### src/rtl/res_buffer.sv
// res_buffer: first-word-fall-through response FIFO with sticky overflow flag
// and a saturating count of responses dropped while full.
module res_buffer #(
  parameter int DEPTH = 8,
  parameter int WIDTH = 16,
  localparam int AW = $clog2(DEPTH)
) (
  input  logic             clk,
  input  logic             rst,
  input  logic [WIDTH-1:0] in_data,
  input  logic             in_valid,
  output logic [WIDTH-1:0] out_data,
  output logic             out_valid,
  input  logic             out_ready,
  output logic [AW:0]      count,
  output logic             full,
  output logic             empty,
  output logic             overflow,
  output logic [7:0]       drop_count,
  input  logic             clr
);
  localparam logic [AW:0] FULL_CNT = (AW + 1)'(DEPTH);
  logic [WIDTH-1:0] mem_q [DEPTH];
  logic [AW-1:0] wr_ptr_q, wr_ptr_d, rd_ptr_q, rd_ptr_d;
  logic [AW:0] count_q, count_d;
  logic overflow_q, overflow_d;
  logic [7:0] drop_q, drop_d;
  logic push, pop, drop;
  assign empty      = count_q == '0;
  assign full       = count_q == FULL_CNT;
  assign out_valid  = !empty;
  assign out_data   = empty ? '0 : mem_q[rd_ptr_q];
  assign count      = count_q;
  assign overflow   = overflow_q;
  assign drop_count = drop_q;
  // A full FIFO still accepts a push when the head leaves in the same cycle.
  always_comb begin
    pop        = !empty && out_ready;
    push       = in_valid && (!full || pop);
    drop       = in_valid && full && !pop;
    wr_ptr_d   = push ? wr_ptr_q + AW'(1) : wr_ptr_q;
    rd_ptr_d   = pop ? rd_ptr_q + AW'(1) : rd_ptr_q;
    count_d    = count_q + {{AW{1'b0}}, push} - {{AW{1'b0}}, pop};
    overflow_d = clr ? drop : (overflow_q | drop);
    drop_d     = clr ? {7'd0, drop} : (drop && drop_q != 8'hFF) ? drop_q + 8'd1 : drop_q;
  end
  always_ff @(posedge clk) begin
    if (rst && push) mem_q[wr_ptr_q] <= in_data;
  end
  always_ff @(posedge clk or negedge rst) begin
    if (!rst) begin
      wr_ptr_q   <= '0;
      rd_ptr_q   <= '0;
      count_q    <= '0;
      overflow_q <= 1'b0;
      drop_q     <= '0;
    end else begin
      wr_ptr_q   <= wr_ptr_d;
      rd_ptr_q   <= rd_ptr_d;
      count_q    <= count_d;
      overflow_q <= overflow_d;
      drop_q     <= drop_d;
    end
  end
endmodule

### config.mk
export PLATFORM = sky130hd
export DESIGN_NAME = res_buffer
export DESIGN_NICKNAME = d
export VERILOG_FILES = /design/src/rtl/res_buffer.sv
export SDC_FILE = /design/constraint.sdc
export NUM_CORES = 1
export LEC_CHECK = 0
export BUFFER_PORTS_ARGS = -buffer_cell sky130_fd_sc_hd__buf_2
export CORE_MARGIN = 10
export CORE_UTILIZATION = 53
export CTS_BUF_LIST = sky130_fd_sc_hd__clkbuf_16
export CTS_CLUSTER_SIZE = 12
export DETAILED_ROUTE_END_ITERATION = 7
export PLACE_DENSITY = 0.75
export SYNTH_ARGS = -nofsm -noshare
export SYNTH_HDL_FRONTEND = slang
export SYNTH_SLANG_ARGS = --single-unit
### constraint.sdc
create_clock -name clk -period 3.7 [get_ports clk]
set_input_delay 0.185 -clock clk [delete_from_list [all_inputs] [get_ports clk]]
set_output_delay 0.185 -clock clk [all_outputs]
set_load 0.02 [all_outputs]
Word-level counts from Yosys, hierarchy flattened
Memory sizes are Yosys's and may differ from the RTL's.
Cells that the tools add are included.
- input port bits: 21
- RAM bits: 128
- word-level logic and storage cells: 32
- memories: 1
- register bits after elaboration: 19
- output and inout bits: 32
- multiplexer cells: 6
- $add $sub $neg: 5
- bitwise logic cells: 1
- equality and inequality tests: 2
- reductions and logical operators: 12
- memories (memory ; words ; bits a word ; rd ports ; clocked after memory_dff ; write ports ; line ; source):
    mem_q ; 8 ; 16 ; 1 ; 0 ; 1 ; 23 ; logic [WIDTH-1:0] mem_q [DEPTH];
- operator list (operator ; number):
    $mux 16 ; 1
    $mux 8 ; 2
    $add 8x1->8 const B ; 1
    $ne 8x8->1 const B ; 1
    $add 3x1->3 const B ; 2
    $logic_and 1x1->1 ; 6
    $add 4x1->4 ; 1
    $eq 4x4->1 const B ; 1
    $logic_not 4->1 ; 1
    $sub 4x1->4 ; 1
    $logic_not 1->1 ; 3
    $mux 1 ; 3
    $reduce_bool 2->1 ; 1
    $logic_or 1x1->1 ; 1
    $or 1x1->1 ; 1

Logic depth before layout (Yosys ltp)
Gate-level depths: netlist of run 1.
- depth in word-level cells: 8
- depth in mapped cells: 10
- gate-level depth less buffers: 10

Worst setup path before layout of run 1
Ideal clock, no wire load.
- path kind: flip-flop to flip-flop
- from: register count_q[2] (netlist: count[2])
- to: memory mem_q[4][0] (enable)
- stages on the path, launching flop included: 7
- setup slack: 87 ps
- arrival: 3177 ps
- data required time: 3264 ps
- clock period less this slack: 3613 ps
- setup time: 436 ps
- path buffers: 0
- path through: dfrtp_1 -> inv_1 -> ha_1 -> nand2b_1 -> a21boi_1 -> nand2_1 -> nor4b_1
- word-level cells in the longest chain between the ends: 8
- elaborated cells on any way between the ends: 10
- those cells by class: 1 x eq/ne; 2 x mux; 7 x reduce/logical
- RTL lines (item ; line ; source):
    start, declared ; 25 ; logic [AW:0] count_q, count_d;
    start signal, assigned ; 60 ; count_q <= count_d;
    $logic_not 4->1 ; 29 ; assign empty = count_q == '0;
    $logic_not 1->1 ; 38 ; pop = !empty && out_ready;
    $logic_and 1x1->1 ; 38 ;
    $logic_or 1x1->1 (*) ; 39 ; push = in_valid && (!full || pop);
    $logic_and 1x1->1 (*) ; 39 ;
    $logic_and 1x1->1 (*) ; 48 ; if (rst && push) mem_q[wr_ptr_q] <= in_data;
    $mux 1 (*) ; 48 ;
    $mux 1 (implied by the code) (*) ; 48 ;
    end, declared ; 23 ;
Every way passes the cells marked *; elsewhere a longest branch is shown, timed or not.

Final worst setup path of run 1
- from: register rd_ptr_q[0]
- to: output port out_data[9]
- word-level cells in the longest chain between the ends: 2
- RTL lines (item ; line ; source):
    start, declared ; 24 ; logic [AW-1:0] wr_ptr_q, wr_ptr_d, rd_ptr_q, rd_ptr_d;
    start signal, assigned ; 59 ; rd_ptr_q <= rd_ptr_d;
    $mem_v2 8x16 ; n/a ;
    $mux 16 ; 32 ; assign out_data = empty ? '0 : mem_q[rd_ptr_q];
    end, declared ; 12 ; output logic [WIDTH-1:0] out_data,
Every way passes these cells.

==> results.yml, run 1 <==
worst_hold_path:
  hold_path.class: "input port to flip-flop"
floorplanning:
  die_h_um: 126.0
  die_area_um2: 15890
  start_util_pct: 54.50
  coreArea_um2: 10940
  die_w_um: 126.0
  num_io_pins: 53
  rows: 38
sta:
  relSlewSlack_pct: 26.48
  fmax_mhz: 393.7
  setup_violations: 0
  skew_ns: 0.006478
  drv_slew: 0
  fin_setup_tns_ns: 0
  rsz0062_at_grt: "false"
  hold_viol_final: 0
  min_period_over_period_pct: 68.64
  fin_ws_ns: 1.160
  tightest_slew_ns: 1.103
  period_minus_slack_ns: 2.540
clocking:
  clock_sinks: 147
  htree_levels: 4
  cts_tree: "built"
  cts-root-buf: "clkbuf_16"
  numCtsBuffers: 17
  max-clock-path-buffers: 2
  path_clk_slew_ns: 0.06
  clk_latency_ns: 0.42
synthesis:
  syn_avg_cell_area_um2: 18.92
  ys_warn_count: 0
  yosys_most_used_dff: "edfxtp_1"
  synth_edf_count: 128
  syn-num-nets: 345
  synth_cells: 315
  synth_area_um2: 5959
  synth.yosys.seq_area_share_pct: 72.48
  synth.ff_latch_count: 147
  yosysUniqueCellTypes: 41
  async_reset_ff_share_pct: 12.93
layout:
  final_util_pct: 64.57
  fill_cells: 755
  area_delta_synth_final_pct: 18.48
  drive_above_1_share_pct: 35.19
  antenna_cells: 0
  mostFrequentLayoutCell: "edfxtp_1"
  final_area_um2: 7061
  final_cell_mix: "edfxtp_1 (128), buf_2 (52), mux4_2 (32)"
  layout.nets: 412
critical_path:
  crit_type: "flip-flop to output port"
  crit_path_start_kind: "flip-flop"
  endpoint_kind: "output port"
  crit_arrival_ns: 2.35
  crit_path_max_fanout: 12
  crit_required_ns: 3.51
placed_design:
  post-dp-hpwl_um: 7093
  post-place-ws_ns: 1.372
  globalplace.congestion: 0.7838
  placed_area_um2: 6445
  place.port_buffers: 52
global_routing:
  grt_pass1_wl_um: 19220
  antenna_found_initial: 1
  grt_max_degree: 35
  grt_pass1_vias: 3368
  groute.usage.overall_pct: 15.87
  grt.overflow.total: 0
detailed_routing:
  drc: 0
  ant_nets: 0
  first_pass_iters: 4
  routed_via_density: 5.832
  vias: 3120
  drt-initial-drc-count: 264
  wl_per_cell_um: 22.36
  wl_um: 11960
power_and_ir_drop:
  powerDensity_nw_per_um2: 779.3
  peakVddDrop_mv: 0.4914
  p_leak_nw: 2.582
  finalPower_w: 0.005502
outcome:
  status: "finished clean"
flow_run:
  max-cap-violations: 0
cell type report:
cell class	count	area, um2	area share, %
Clock buffer	17	425.4	6.025
Clock inverter	15	180.2	2.552
Inverter	6	22.52	0.3190
Multi-Input combinational cell	147	1590	22.52
Sequential cell	147	4322	61.21
Tap cell	140	175.2	2.481
Timing Repair Buffer	63	345.3	4.891
cells in the mapped netlist (4+ instances only):
master | number | area share (%)
a21oi_1 | 5 | 0.42
ha_1 | 8 | 1.7
nor3_1 | 6 | 0.50
nor4_1 | 4 | 0.42
mux4_2 | 32 | 12
clkbuf_1 | 9 | 0.57
mux2i_1 | 17 | 2.9
edfxtp_1 | 128 | 64
nor2_1 | 20 | 1.3
and3_1 | 4 | 0.42
inv_1 | 5 | 0.31
nand2_1 | 13 | 0.82
dfrtp_1 | 19 | 8.0
kinds of logic (layout without fill, tap and decap cells):
kind of cell	Yosys count	in the layout	share of synthesized area, %
flip-flops	147	147	72.48
AND/OR/NAND/NOR	64	64	5.753
multiplexers	52	52	15.52
buffers and inverters	21	101	1.533
AO/OA/AOI/OAI	16	16	1.826
adder cells (fa/ha/maj)	9	9	2.016
XOR/XNOR	6	6	0.8820
through the flow:
step | std cells | hold WS [ns]
2_1_floorplan | 315 | -0.1106
3_3_place_gp | 502 | 0.1828
3_5_place_dp | 502 | 0.1877
4_1_cts | 535 | 0.01017
5_1_grt | 535 | 0.03468
6_report | 535 | 0.03599
report_power, final:
group / switching [W] / internal [W]
sequential: 0.000274 / 0.00198
clock: 0.000667 / 0.00106
combinational: 0.000796 / 0.000720
worst max-delay path, cell delays in order, from the launching register on:
cell     delay [ns]
dfrtp_2        0.58
buf_4          0.34
mux4_2         0.55
mux2i_1        0.17
nor2_1         0.09
buf_2          0.19
per-layer routing:
| layer | vias to the layer above | GRT usage, % | routed length, um |
|---|---|---|---|
| met2 | 122 | 24.98 | 6039 |
| met5 | - | 0 | 17 |
| li1 | 1395 | - | - |
| met3 | 16 | 5.747 | 859 |
| met1 | 1585 | 19.34 | 4866 |
| met4 | 2 | 6.966 | 178 |
flip-flops by register name, indices dropped and copies added (netlist names):
signal	count
count	4
rd_ptr_q	3
wr_ptr_q	3
drop_count	8
overflow	1
mem_q	128
final timing paths:
path,slack (ns),start,depth (start not counted),endpoint
worst max-delay path,1.16,rd_ptr_q[0],5,out_data[9]
worst min-delay path,0.04,in_data[10],1,mem_q[0][10]
worst max register to register,1.31,count[2],7,mem_q[4][3]
worst min register to register,0.49,overflow,1,overflow
max in group asynchronous,3.03,rst,2,rd_ptr_q[1]
min in group asynchronous,0.28,rst,2,drop_count[6]
timing repair:
item / in CTS / in global routing
gates resized for setup: 0 / 0
buffers inserted: 0 / 0
hold buffers: 1 / 0
setup endpoints to repair: 0 / 0
hold endpoints to repair: 19 / 0
(Power assumes the default switching activity.)
==> inputs of run 2 (changes only) <==
--- a/config.mk
+++ b/config.mk
@@ -5,13 +5,14 @@
 export SDC_FILE = /design/constraint.sdc
 export NUM_CORES = 1
 export LEC_CHECK = 0
+export ABC_AREA = 1
 export BUFFER_PORTS_ARGS = -buffer_cell sky130_fd_sc_hd__buf_2
 export CORE_MARGIN = 10
-export CORE_UTILIZATION = 53
+export CORE_UTILIZATION = 54
 export CTS_BUF_LIST = sky130_fd_sc_hd__clkbuf_16
 export CTS_CLUSTER_SIZE = 12
 export DETAILED_ROUTE_END_ITERATION = 7
-export PLACE_DENSITY = 0.75
+export PLACE_DENSITY = 0.76
 export SYNTH_ARGS = -nofsm -noshare
 export SYNTH_HDL_FRONTEND = slang
 export SYNTH_SLANG_ARGS = --single-unit
==> constraint.sdc (replaced) <==
create_clock -name clk -period 2.2 [get_ports clk]
set_input_delay 0.11 -clock clk [delete_from_list [all_inputs] [get_ports clk]]
set_output_delay 0.11 -clock clk [all_outputs]
set_load 0.02 [all_outputs]
==> run 2 against run 1 <==
Clock-buffer cell count unchanged. Clock skew up 0.0022 ns. Sequential share of layout area down 3.4 points. Area after synthesis up 5.5%. Hold slack worse by 0.013 ns. Sequential cell count unchanged. Critical path type is now flip-flop to flip-flop.
==> results.yml, run 2 <==
synthesis:
  synth.ff_latch_count: 147
  synth_common_cells: "nor2_1 (159), edfxtp_1 (128), o21ai_1 (67), nand2_1 (57), nand3_1 (35)"
  synth_most_common_cell: "nor2_1"
  ys_warn_count: 0
  synth_cells: 561
  syn-num-nets: 591
  synth_area_um2: 6285
  yosysTopAreaCell: "edfxtp_1"
  yosysUniqueCellTypes: 26
  synth_edf_count: 128
  syn_avg_cell_area_um2: 11.20
  async_reset_ff_share_pct: 12.93
  synth.yosys.seq_area_share_pct: 68.72
  synth_top_area_share_pct: 61.16
  yosys_most_used_dff: "edfxtp_1"
  synth_area_leaders: "edfxtp_1 (61%), nor2_1 (9.5%), dfrtp_1 (7.6%)"
detailed_routing:
  wl_um: 13220
  drt-initial-drc-count: 439
  ant_nets: 0
  wl_per_cell_um: 16.61
  routed_via_density: 5.425
  first_pass_iters: 5
  vias: 4318
  drc: 0
floorplanning:
  die_w_um: 127.9
  rows: 39
  die_h_um: 127.9
  coreArea_um2: 11420
  die_area_um2: 16350
  start_util_pct: 55.04
  num_io_pins: 53
layout:
  fill_cells: 853
  regMostFlops: "mem_q"
  drive_above_1_share_pct: 17.92
  largest_reg_flops: 128
  final_util_pct: 65.42
  mostFrequentLayoutCell: "nor2_1"
  final_cell_mix: "nor2_1 (159), edfxtp_1 (128), o21ai_1 (67)"
  area_delta_synth_final_pct: 18.85
  layout.nets: 670
  antenna_cells: 0
critical_path:
  crit_type: "flip-flop to flip-flop"
  crit_path_start_kind: "flip-flop"
  crit_required_ns: 2.49
  crit_arrival_ns: 2.37
  endpoint_kind: "flip-flop"
  crit_path_max_fanout: 7
placed_design:
  place.port_buffers: 52
  globalplace.congestion: 0.8841
  post-dp-hpwl_um: 8137
flow_run:
  max-cap-violations: 0
global_routing:
  grt_pass1_vias: 4312
  met1_usage_pct: 21.07
  grt.overflow.total: 0
  use_met3_pct: 5.583
  grt_util_met2_pct: 25.71
  grt_max_degree: 65
  grt_busiest_layer: "met2"
  grt_pass1_wl_um: 21490
  groute.usage.overall_pct: 16.59
  antenna_found_initial: 0
clocking:
  htree_levels: 4
  numCtsBuffers: 17
  cts_tree: "built"
  cts-root-buf: "clkbuf_16"
  postCtsSetupRepairBufs: 0
  path_clk_slew_ns: 0.06
  clock_sinks: 147
  max-clock-path-buffers: 2
  clk_latency_ns: 0.41
sta:
  period_minus_slack_ns: 2.082
  rsz0062_at_grt: "false"
  relSlewSlack_pct: 61.66
  drv_slew: 0
  setup_violations: 0
  skew_ns: 0.008672
  tightest_slew_ns: 0.5751
  min_period_over_period_pct: 94.66
  hold_viol_final: 0
  fin_setup_tns_ns: 0
  fmax_mhz: 480.2
power_and_ir_drop:
  peakVddDrop_mv: 0.8021
  p_leak_nw: 2.941
  powerDensity_nw_per_um2: 1297
worst_hold_path:
  hold_path.class: "input port to flip-flop"
outcome:
  status: "finished clean"
-- run 2: repair_timing --
action / CTS / global route
gates resized for setup: 0 / 2
hold buffers: 17 / 0
setup endpoints to repair: 0 / 1
endpoints found under the hold margin: 147 / 0
-- run 2: worst paths after layout --
check                      slack [ns]  cells past startpoint   startpoint            end
hold reg to reg                  0.56                      2  wr_ptr_q[0]    wr_ptr_q[0]
setup / recovery                 0.12                     12     count[2]       count[2]
max in group asynchronous        1.70                      3          rst    rd_ptr_q[0]
min in group asynchronous        0.28                      3          rst  drop_count[6]
setup reg to reg                 0.12                     12     count[2]       count[2]
hold / removal                   0.02                      2          clr       overflow
-- run 2: cells by family (layout without fill, tap and decap cells) --
logic type	count (synthesis)	after routing	synth area share [%]
AND/OR/NAND/NOR	263	263	17.46
adder cells (fa/ha/maj)	9	9	1.911
AO/OA/AOI/OAI	88	88	7.048
buffers and inverters	47	139	3.882
XOR/XNOR	7	7	0.9755
flip-flops	147	147	68.72
-- run 2: area by class of cell --
type	count	area, um2	share of cell area, %
inverter	21	81.33	1.089
clock inverter	15	118.9	1.591
timing repair buffer	86	620.6	8.308
clock buffer	17	425.4	5.695
multi-input combinational	367	1724	23.08
tap	143	178.9	2.395
sequential	147	4320	57.84
-- run 2: where the power goes --
group / leakage, nW / total (W) / internal [W] / switching [W]
clock network: 0.265 / 0.00261 / 0.00154 / 0.00107
registers: 1.40 / 0.00350 / 0.00330 / 0.000196
logic: 1.28 / 0.00359 / 0.00124 / 0.00234
-- run 2: layer usage --
| layer | share of wire (%) | wire length, um |
|---|---|---|
| met1 | 42 | 5538 |
| met2 | 50 | 6548 |
| met3 | 6.9 | 912 |
| met4 | 1.7 | 220 |
| met5 | 0 | 0 |
-- run 2: critical path: stages, from the launching register on --
cell     delay (ns)
dfrtp_1        0.39
inv_2          0.08
ha_2           0.21
nand2_4        0.07
nand2_4        0.11
nand2_1        0.07
nand2_2        0.11
inv_4          0.06
nand2_1        0.05
nand2_1        0.06
ha_1           0.21
fa_1           0.39
xor2_1         0.15
-- run 2: through the flow --
stage	cells	total power [W]	instance area, um2	setup slack [ns]	hold slack [ns]
2_1_floorplan	561	0.006074	6285	-0.1669	-0.1856
3_3_place_gp	747	0.006994	6753	0.2139	0.1625
3_5_place_dp	747	0.007132	6753	0.06930	0.1726
4_1_cts	796	0.009760	7467	0.05706	0.01194
5_1_grt	796	0.01032	7470	0.003526	0.03068
6_report	796	0.009688	7470	0.1176	0.02267
==> inputs of run 3 (changes only) <==
==> config.mk (replaced) <==
export PLATFORM = sky130hd
export DESIGN_NAME = res_buffer
export DESIGN_NICKNAME = d
export VERILOG_FILES = /design/src/rtl/res_buffer.sv
export SDC_FILE = /design/constraint.sdc
export NUM_CORES = 1
export LEC_CHECK = 0
export BUFFER_PORTS_ARGS = -buffer_cell sky130_fd_sc_hd__buf_2
export CORE_MARGIN = 10
export CORE_UTILIZATION = 55
export CTS_BUF_LIST = sky130_fd_sc_hd__clkbuf_16
export CTS_CLUSTER_SIZE = 12
export DETAILED_ROUTE_END_ITERATION = 7
export PLACE_DENSITY = 0.75
export SYNTH_ARGS = -nofsm -noshare
export SYNTH_HDL_FRONTEND = slang
export SYNTH_SLANG_ARGS = --single-unit
==> constraint.sdc (replaced) <==
create_clock -name clk -period 2.15 [get_ports clk]
set_input_delay 0.1075 -clock clk [delete_from_list [all_inputs] [get_ports clk]]
set_output_delay 0.1075 -clock clk [all_outputs]
set_load 0.02 [all_outputs]
==> run 3 against run 2 <==
The run now ends with setup timing left. Sequential share of layout area decreased by 1.7 points. Via count down 24%. Hold slack improved by 0.035 ns. Clock-buffer cell count increased by 5. Power rose by 5.2%. Critical path type is now flip-flop to output port. Die area fell by 5.8%. Largest power group is now registers.
==> results.yml, run 3 (synthesized netlist as in run 1, its figures left out) <==
outcome:
  status: "finished, violations left"
  violations: "setup timing"
critical_path:
  cp_cell_sequence: "buf_4 > buf_4 > buf_4 > mux4_2 > mux2i_1 > nor2_1 > buf_4"
  crit_path_max_incr_delay_ns: 0.44
  endpoint_kind: "output port"
  crit_required_ns: 2.04
  crit_type: "flip-flop to output port"
  crit_top_cell: "buf_4"
  crit_path_max_fanout: 3
  crit_path_start_kind: "flip-flop"
  slowest_stage: "dfrtp_2"
  crit_arrival_ns: 2.05
placed_design:
  placed_area_um2: 6698
  place.port_buffers: 52
  globalplace.congestion: 0.8238
  post-dp-hpwl_um: 7091
sta:
  relSlewSlack_pct: 67.52
  hold_ws_ns: 0.05806
  drv_slew: 0
  tightest_slew_ns: 0.4872
  period_minus_slack_ns: 2.162
  skew_ns: 0.01141
  min_period_over_period_pct: 100.6
  hold_viol_final: 0
  setup_violations: 3
  rsz0062_at_grt: "true"
  fin_ws_ns: -0.01246
  fin_setup_tns_ns: -0.02833
  fmax_mhz: 462.4
clocking:
  htree_levels: 4
  clk_latency_ns: 0.41
  cts_tree: "built"
  cts-root-buf: "clkbuf_16"
  path_clk_slew_ns: 0.06
  clock_sinks: 147
  max-clock-path-buffers: 2
  numCtsBuffers: 17
layout:
  drive_above_1_share_pct: 40.69
  largest_reg_flops: 128
  final_area_um2: 7705
  layout.nets: 452
  final_cell_mix: "edfxtp_1 (128), buf_2 (50), mux4_2 (32)"
  regMostFlops: "mem_q"
  fill_cells: 638
  mostFrequentLayoutCell: "edfxtp_1"
  area_delta_synth_final_pct: 29.29
  final_util_pct: 73.64
  antenna_cells: 0
global_routing:
  grt_pass1_vias: 3420
  grt_max_degree: 31
  grt_pass1_wl_um: 19550
  antenna_found_initial: 0
  groute.usage.overall_pct: 17.20
  grt.overflow.total: 0
worst_hold_path:
  hold_path.class: "input port to flip-flop"
power_and_ir_drop:
  p_leak_nw: 2.878
  powerDensity_nw_per_um2: 1323
  peakVddDrop_mv: 1.007
floorplanning:
  start_util_pct: 56.96
  die_area_um2: 15400
  rows: 37
  die_w_um: 124.1
  coreArea_um2: 10460
  num_io_pins: 53
  die_h_um: 124.1
detailed_routing:
  wl_um: 12840
  vias: 3269
  first_pass_iters: 4
  routed_via_density: 5.725
  drt-initial-drc-count: 252
  ant_nets: 0
  wl_per_cell_um: 22.49
  drc: 0
flow_run:
  max-cap-violations: 0
==> run 3: cell count changes in the layout (fill, tap and decap cells not counted), moves of 5 or more <==
cell	delta
nor2_1	-140
o21ai_1	-67
inv_1	-10
mux4_2	+32
mux2i_1	+13
buf_4	+10
nand3_1	-32
clkbuf_16	+8
buf_12	+5
o21ai_0	-16
nand2_1	-47
==> run 3: final cells by class <==
type                       count  area, um2  share of cell area [%]
sequential                   147       4323                   56.11
multi-input combinational    147       1705                   22.13
timing repair buffer         103      870.8                   11.30
clock buffer                  22      550.5                   7.145
tap                          136      170.2                   2.209
clock inverter                10      62.56                  0.8120
inverter                       6      22.52                  0.2923
==> run 3: layer usage <==
metal	vias to the layer above	GRT usage, %	part of all wire, %	routed length (um)
li1	1478	-	-	-
met1	1674	21.58	38	4897
met2	107	28.79	54	6978
met5	-	0	0	0
met3	10	3.982	6.5	835
met4	0	6.115	1.0	130
==> run 3: repair_timing <==
item	in CTS	in global routing
hold buffers	18	0
hold endpoints to repair	152	0
cloned	0	3
resized for setup	0	9
setup endpoints to repair	9	13
buffers inserted	2	11
pin swaps	0	3
==> run 3: path summary, 6_finish.rpt <==
check,from,to,slack [ns],depth (start not counted)
worst min-delay path,out_ready,rd_ptr_q[2],0.06,3
min in group asynchronous,rst,drop_count[0],0.29,3
worst min register to register,overflow,overflow,0.48,1
worst max register to register,count[3],mem_q[4][1],0.01,8
worst max-delay path,rd_ptr_q[0],out_data[0],-0.01,7
max in group asynchronous,rst,rd_ptr_q[0],1.63,3
==> run 3: where the power goes <==
| group | switching (W) | internal, W | leakage (nW) |
|---|---|---|---|
| sequential | 0.000268 | 0.00341 | 1.40 |
| clock | 0.00113 | 0.00182 | 0.313 |
| combinational | 0.00183 | 0.00172 | 1.17 |
| total | 0.00323 | 0.00696 | 2.88 |
==> run 3: metrics by stage <==
stage	setup WS, ns	power (W)	instances
floorplan	-0.1295	0.005886	315
global placement	0.1588	0.006804	505
detailed placement	0.06768	0.006886	505
CTS	-0.02318	0.009891	557
global route	-0.08135	0.01066	571
finish	-0.01246	0.01019	571
==> run 3: critical path: cells and delay by family, from the launching register on <==
kind | cells | cell delay, ns
and+or+nand+nor | 1 | 0.06
DFF | 1 | 0.44
muxes | 2 | 0.55
buffers and inverters | 4 | 0.60
